$ cat src/rtl/fp_stft4_bin_serializer.sv
// Ping-pong buffer for 4-bin STFT spectra, streamed one bin per beat over valid/ready.
// Each beat carries the bin index, a last-bin flag and the frame sequence number.
module fp_stft4_bin_serializer #(
    parameter int unsigned DW     = 32,
    parameter int unsigned FCNT_W = 8
) (
    input  logic              clk,
    input  logic              rst_n,
    input  logic              valid_in,
    input  logic [DW-1:0]     re_X0,
    input  logic [DW-1:0]     re_X1,
    input  logic [DW-1:0]     re_X2,
    input  logic [DW-1:0]     re_X3,
    input  logic [DW-1:0]     im_X0,
    input  logic [DW-1:0]     im_X1,
    input  logic [DW-1:0]     im_X2,
    input  logic [DW-1:0]     im_X3,
    input  logic              ready_in,
    output logic              valid_out,
    output logic [DW-1:0]     re_out,
    output logic [DW-1:0]     im_out,
    output logic [1:0]        bin_idx,
    output logic              last,
    output logic [FCNT_W-1:0] frame_seq,
    output logic              overflow,
    output logic              drop_pulse
);

    typedef enum logic [0:0] {StIdle, StSend} state_e;

    state_e            state_q, state_d;
    logic [DW-1:0]     re_mem [2][4];
    logic [DW-1:0]     im_mem [2][4];
    logic [DW-1:0]     re_in  [4];
    logic [DW-1:0]     im_in  [4];
    logic              wp_q, rp_q;
    logic [1:0]        cnt_q, cnt_d;
    logic [1:0]        bin_q;
    logic [FCNT_W-1:0] seq_q;
    logic              ovf_q, drop_q;
    logic              cap, drop, xfer, fin;

    assign re_in[0] = re_X0;
    assign re_in[1] = re_X1;
    assign re_in[2] = re_X2;
    assign re_in[3] = re_X3;
    assign im_in[0] = im_X0;
    assign im_in[1] = im_X1;
    assign im_in[2] = im_X2;
    assign im_in[3] = im_X3;

    // Drop decision uses occupancy at the start of the cycle: no same-cycle slot reuse.
    always_comb begin
        cap     = valid_in && (cnt_q != 2'd2);
        drop    = valid_in && (cnt_q == 2'd2);
        xfer    = (state_q == StSend) && ready_in;
        fin     = xfer && (bin_q == 2'd3);
        cnt_d   = cnt_q;
        state_d = state_q;
        case ({cap, fin})
            2'b10:   cnt_d = cnt_q + 2'd1;
            2'b01:   cnt_d = cnt_q - 2'd1;
            default: cnt_d = cnt_q;
        endcase
        case (state_q)
            StIdle:  state_d = (cnt_d != 2'd0) ? StSend : StIdle;
            StSend:  state_d = (cnt_d != 2'd0) ? StSend : StIdle;
            default: state_d = StIdle;
        endcase
    end

    always_ff @(posedge clk or negedge rst_n) begin
        if (!rst_n) begin
            state_q <= StIdle;
            wp_q    <= 1'b0;
            rp_q    <= 1'b0;
            cnt_q   <= 2'd0;
            bin_q   <= 2'd0;
            seq_q   <= '0;
            ovf_q   <= 1'b0;
            drop_q  <= 1'b0;
        end else begin
            state_q <= state_d;
            cnt_q   <= cnt_d;
            drop_q  <= drop;
            if (drop) ovf_q <= 1'b1;
            if (cap)  wp_q  <= ~wp_q;
            if (xfer) bin_q <= bin_q + 2'd1;
            if (fin) begin
                rp_q  <= ~rp_q;
                seq_q <= seq_q + FCNT_W'(1);
            end
        end
    end

    always_ff @(posedge clk or negedge rst_n) begin
        if (!rst_n) begin
            for (int s = 0; s < 2; s++) begin
                for (int b = 0; b < 4; b++) begin
                    re_mem[s][b] <= '0;
                    im_mem[s][b] <= '0;
                end
            end
        end else if (cap) begin
            for (int b = 0; b < 4; b++) begin
                re_mem[wp_q][b] <= re_in[b];
                im_mem[wp_q][b] <= im_in[b];
            end
        end
    end

    always_comb begin
        valid_out  = (state_q == StSend);
        re_out     = valid_out ? re_mem[rp_q][bin_q] : '0;
        im_out     = valid_out ? im_mem[rp_q][bin_q] : '0;
        bin_idx    = bin_q;
        last       = valid_out && (bin_q == 2'd3);
        frame_seq  = seq_q;
        overflow   = ovf_q;
        drop_pulse = drop_q;
    end

endmodule

$ cat config.mk
export PLATFORM = sky130hd
export DESIGN_NAME = fp_stft4_bin_serializer
export DESIGN_NICKNAME = d
export VERILOG_FILES = /design/src/rtl/fp_stft4_bin_serializer.sv
export SDC_FILE = /design/constraint.sdc
export NUM_CORES = 1
export LEC_CHECK = 0
export ABC_AREA = 1
export CORE_MARGIN = 2
export CORE_UTILIZATION = 40
export DETAILED_ROUTE_END_ITERATION = 8
export GPL_TIMING_DRIVEN = 0
export PLACE_DENSITY = 0.71
export RECOVER_POWER = 50
export SLEW_MARGIN = 25
export SYNTH_ARGS = -nofsm -noshare
export SYNTH_HDL_FRONTEND = slang
export SYNTH_SLANG_ARGS = --single-unit
$ cat constraint.sdc
create_clock -name clk -period 2.3 [get_ports clk]
set_input_delay 0.575 -clock clk [delete_from_list [all_inputs] [get_ports clk]]
set_output_delay 0.575 -clock clk [all_outputs]
set_load 0.05 [all_outputs]
# Word level (Yosys, flattened, before mapping)

Index checks and enable logic that the tools add are counted.

Output and inout port bits: 78
Input bits: 260
Bits in registers: 529
Logic and storage cells: 81

Magnitude comparators: 4
Multiplexer cells: 32
Reductions and logical operators: 7
Bitwise operators: 5
Equal/unequal tests: 5
Add/subtract/negate cells: 4

Operator list:

| operator            | count |
|---|---|
| $bwmux 256          | 8 |
| $mux 128            | 7 |
| $demux 128 s1       | 4 |
| $mux 32             | 7 |
| $bmux 32 s2         | 2 |
| $mux 96             | 1 |
| $mux 64             | 1 |
| $add 8x1->8 const B | 1 |
| $eq 2x2->1 const B  | 3 |
| $logic_and 1x1->1   | 6 |
| $add 2x1->2 const B | 2 |
| $ge 2x2->1 const B  | 2 |
| $not 1->2           | 2 |
| $pmux 2 s2          | 1 |
| $ge 3x3->1 const B  | 1 |
| $not 2->3           | 1 |
| $eq 2x1->1 const B  | 1 |
| $lt 2x1->1 const B  | 1 |
| $ne 2x2->1 const B  | 1 |
| $not 1->1           | 2 |
| $reduce_bool 2->1   | 1 |
| $sub 2x1->2 const B | 1 |
| $mux 1              | 1 |

# Logic depth before layout (Yosys ltp)

Word-level depth: 9
Depth in mapped cells: 9
Depth with buffers taken out: 8

# Least setup slack after synthesis

OpenSTA, ideal clock, no wires.

Path type: register to output
Start point: register bin_q[0], in the netlist bin_idx[0]
End point: output port im_out[17]
Cell stages (with the launch flop): 7
Required time: 1725 ps
Arrival: 2086 ps
Path slack: -361 ps
Path buffers: 2
Cell sequence: dfrtp_1 > buf_2 > clkbuf_1 > nand3_1 > nand3_1 > nand2_1 > nor2_1

Cells in the longest elaborated chain, start to end: 5

RTL lines:

| item                                        | RTL line | text |
|---|---|---|
| start: declaration                          | 38       | `logic [1:0] bin_q;` |
| start signal: assignment                    | 88       | `if (xfer) bin_q <= bin_q + 2'd1;` |
| $not 2->3 (implied by the code)             | 115      | `im_out = valid_out ? im_mem[rp_q][bin_q] : '0;` |
| $bmux 32 s2                                 | 115      |  |
| $mux 32 (implied by the code) (2 in series) | 115      |  |
| $mux 32                                     | 115      |  |
| end: declaration                            | 21       | `output logic [DW-1:0] im_out,` |

No other way between the ends. The select of a mux whose other input is x is not followed.

# Worst setup path in the final report

Start point: register rp_q
End point: output port im_out[5]

Cells in the longest elaborated chain, start to end: 8

RTL lines:

| item                                         | RTL line | text |
|---|---|---|
| start: declaration                           | 36       | `logic wp_q, rp_q;` |
| start signal: assignment                     | 90       | `rp_q <= ~rp_q;` |
| $not 1->2 (implied by the code)              | 115      |  |
| $mux 128 (implied by the code) (3 in series) | 115      |  |
| $bmux 32 s2                                  | 115      |  |
| $mux 32 (implied by the code) (2 in series)  | 115      |  |
| $mux 32                                      | 115      |  |

No other way between the ends. The select of a mux whose other input is x is not followed.

==> results.sh <==
export IMPL_switchingPower_uw=31600
export IMPL_die_h_um=263
export IMPL_synth_cell_types=25
export IMPL_grt_first_pass_wirelength_um=157000
export IMPL_drt_wl_total_um=107000
export IMPL_period_minus_slack_ps=2970
export IMPL_n_fill_cell=5911
export IMPL_worst_slew_pin_transition_ps=1580
export IMPL_syn_to_final_growth_pct=35.7
export IMPL_clkSlewWorstSetupHoldPaths_ps=60
export IMPL_drc=0
export IMPL_drtIter0Drc=3193
export IMPL_end_kind="primary output"
export IMPL_gp_congestion=0.983
export IMPL_hp_start="overflow$_DFFE_PN0P_"
export IMPL_failed_checks="max-capacitance violations, max-slew violations, negative setup slack"
export IMPL_finalHoldViolCount=0
export IMPL_routed_via_density=5.22
export IMPL_drv_slew=48
export IMPL_seq_area_um2=13200
export IMPL_die_area_um2=69000
export IMPL_h_tree_depth=2
export IMPL_vdd_drop_max_mv=1.09
export IMPL_power_frac_clock=0.159
export IMPL_antenna_found_initial=2
export IMPL_leakage_uw=0.0191
export IMPL_fin_area_um2=36300
export IMPL_p_int_uw=32900
export IMPL_vias=26200
export IMPL_final_nets=4371
export IMPL_min_path_cells=1
export IMPL_syn_inst=3697
export IMPL_reg2reg_from="bin_idx[0]$_DFFE_PN0P_"
export IMPL_critPathLaunchType="flip-flop"
export IMPL_r2r_cells=8
export IMPL_p_seq_frac=0.250
export IMPL_ys_seq_elements=529
export IMPL_crit_chain="buf_6, inv_8, clkbuf_16, buf_12, nand2_1, nand3_2, nand3_2, nand2_2, nor2_4, buf_8"
export IMPL_grt_max_degree=95
export IMPL_cts_sinks=529
export IMPL_regToRegSetupSlack_ps=100
export IMPL_yosys_area_top_type="dfrtp_1"
export IMPL_grt_use_total=0.303
export IMPL_yosysWarnings=0
export IMPL_path_common_cell="nand3_2"
export IMPL_holdWs_ps=468
export IMPL_synth_area_leaders="dfrtp_1 49%, nand2_1 17%, inv_1 11%"
export IMPL_num_rows=94
export IMPL_holdCritPathClass="reg -> reg"
export IMPL_critPathMaxFanout=10
export IMPL_path_class="reg -> out"
export IMPL_ys_seq_area_frac=0.495
export IMPL_setup_viol=160
export IMPL_swShare=0.489
export IMPL_cts_buffers=58
export IMPL_syn_area_per_cell_um2=7.24
export IMPL_grt_pass1_vias=25400
export IMPL_synth_common_cells="1177 x nand2_1, 782 x inv_1, 529 x dfrtp_1"
export IMPL_setup_slack_ps=-674
export IMPL_final_cells=5021
export IMPL_overflow=0
export IMPL_placed_cell_area_um2=31900
export IMPL_yosysMostFrequentCell="nand2_1"
export IMPL_synthFlopType="dfrtp_1"
export IMPL_async_reset_ff_frac=1.00
export IMPL_dieWidth_um=263
export IMPL_fmax_mhz=336
export IMPL_synth_edf_count=0
export IMPL_synth_top_cell_area_share=0.495
export IMPL_hpwl_um=77200
export IMPL_coreArea_um2=66000
export IMPL_multiInputGateArea_um2=10900
export IMPL_clock_root_buffer="clkbuf_16"
export IMPL_io_buffers=337
export IMPL_min_to="overflow$_DFFE_PN0P_"
export IMPL_cts_max_path_buffers=3
export IMPL_drtPass1Iterations=6
export IMPL_wl_per_cell_um=21.3
export IMPL_relSlewSlack=-0.0523
export IMPL_power_density_nw_per_um2=1780
export IMPL_dp_cells=4904
export IMPL_post_route_cells_drive_above_1_share=0.169
export IMPL_synth_area_um2=26800
export IMPL_insertion_delay_ps=660
export IMPL_skew_ps=31.4
export IMPL_reg2reg_to="valid_out$_DFF_PN0_"
export IMPL_arrival_ps=2400
export IMPL_initial_core_util=0.405
export IMPL_critPathRequiredTime_ps=1730
export IMPL_rsz0062_at_grt="true"
export IMPL_p_comb_frac=0.591
export IMPL_maxCapViolations=1
export IMPL_post_route_period_util=1.29
export IMPL_cts_tree="built"
export IMPL_postRouteAntennaNets=0
export IMPL_synthesis_nets=3960
export IMPL_slowest_delay_ps=350
export IMPL_crit_path_top_delay_cell="dfrtp_1"
export IMPL_status="finished with violations"
export IMPL_ios=338
[flip-flops by register name, summed over array words and instances, names as in the netlist]
register	flops
drop_pulse	1
frame_seq	8
cnt_q	2
re_mem	256
rp_q	1
im_mem	256
valid_out	1
bin_idx	2
wp_q	1
overflow	1
[cell families (layout without fill, tap and decap cells)]
family,after synthesis,in the layout,share of synthesized area
compound gates,512,512,0.0958
xor+xnor,8,8,0.00262
other cells,0,1,0
mux,1,1,0.000421
simple gates,1642,1642,0.247
fa+ha+maj,3,3,0.00140
buf+inv,1002,1461,0.158
flops,529,529,0.495
[layer usage]
layer,global-route usage,share of wire
met1,0.396,0.38
met2,0.456,0.44
met3,0.0831,0.12
met4,0.168,0.058
met5,0,0.00041
[metrics by stage]
stage | TNS (ps) | total power (uW) | setup slack (ps) | util
after global routing | -94500 | 67600 | -686 | 0.550
final | -47540 | 64500 | -674 | 0.550
after global placement | - | 47000 | -25130 | 0.480
after detailed placement | -72530 | 47400 | -1370 | 0.483
after CTS | -35240 | 60700 | -594 | 0.534
after floorplan | 0 | 35900 | 47.7 | -
[power groups by stage]
stage | sequential, uW | clock [uW] | combinational (uW)
after CTS | 16000 | 10300 | 34400
after floorplan | 15700 | 0 | 20200
after detailed placement | 16000 | 0 | 31400
after global placement | 16100 | 0 | 30900
final | 16100 | 10300 | 38100
after global routing | 16600 | 10600 | 40500
[cell usage in the layout, fill, tap and decap left out, types with 9 or more instances in the layout]
cell and n:
buf_12 15, buf_2 55, buf_4 47, buf_6 79
buf_8 57, clkbuf_1 14, clkbuf_16 66, clkbuf_2 9
clkbuf_8 28, clkdlybuf4s50_1 258, clkinv_2 9, dfrtp_1 527
dlygate4sd2_1 11, inv_1 780, nand2_1 1107, nand2_2 51
nand2_4 18, nand3_1 207, nand3_2 101, nand3_4 18
nor2_1 21, nor2_2 37, nor2_4 74, o21ai_0 297
o21ai_1 215
[worst max path at each step]
stage / start / endpoint / slack, ps
after CTS: rp_q$_DFFE_PN0P_ / re_out[19] / -590
after floorplan: bin_idx[1]$_DFFE_PN0P_ / im_out[10] / 50
after global routing: rp_q$_DFFE_PN0P_ / im_out[5] / -690
after detailed placement: bin_idx[0]$_DFFE_PN0P_ / re_out[23] / -1370
after global placement: rst_n / bin_idx[0]$_DFFE_PN0P_ / -25130
final: rp_q$_DFFE_PN0P_ / im_out[5] / -670
[critical path, delay by kind of cell, from the launching register on]
| family | cells | cell delay [ps] |
|---|---|---|
| buffers and inverters | 5 | 720 |
| flip-flops | 1 | 350 |
| AND/OR/NAND/NOR | 5 | 660 |
[cell type report]
cell class,instances,share of cell area
plain buffers,219,0.0587
multi-input cells,2166,0.301
repair buffers,351,0.107
well taps,864,0.0298
clock buffers,86,0.0478
flip-flops and latches,529,0.365
inverters,783,0.0813
clock inverters,22,0.00986
diodes,1,0.0000689
[timing repair]
action                                  in CTS  in global routing
endpoints found under the hold margin       47                  0
resized for setup                          821                256
pin swaps                                   23                 45
hold buffers                                 1                  0
gates cloned                                 0                  3
endpoints found under the setup margin      78                 66
buffers inserted                             0                  4
Power figures use the tool's default switching activity.
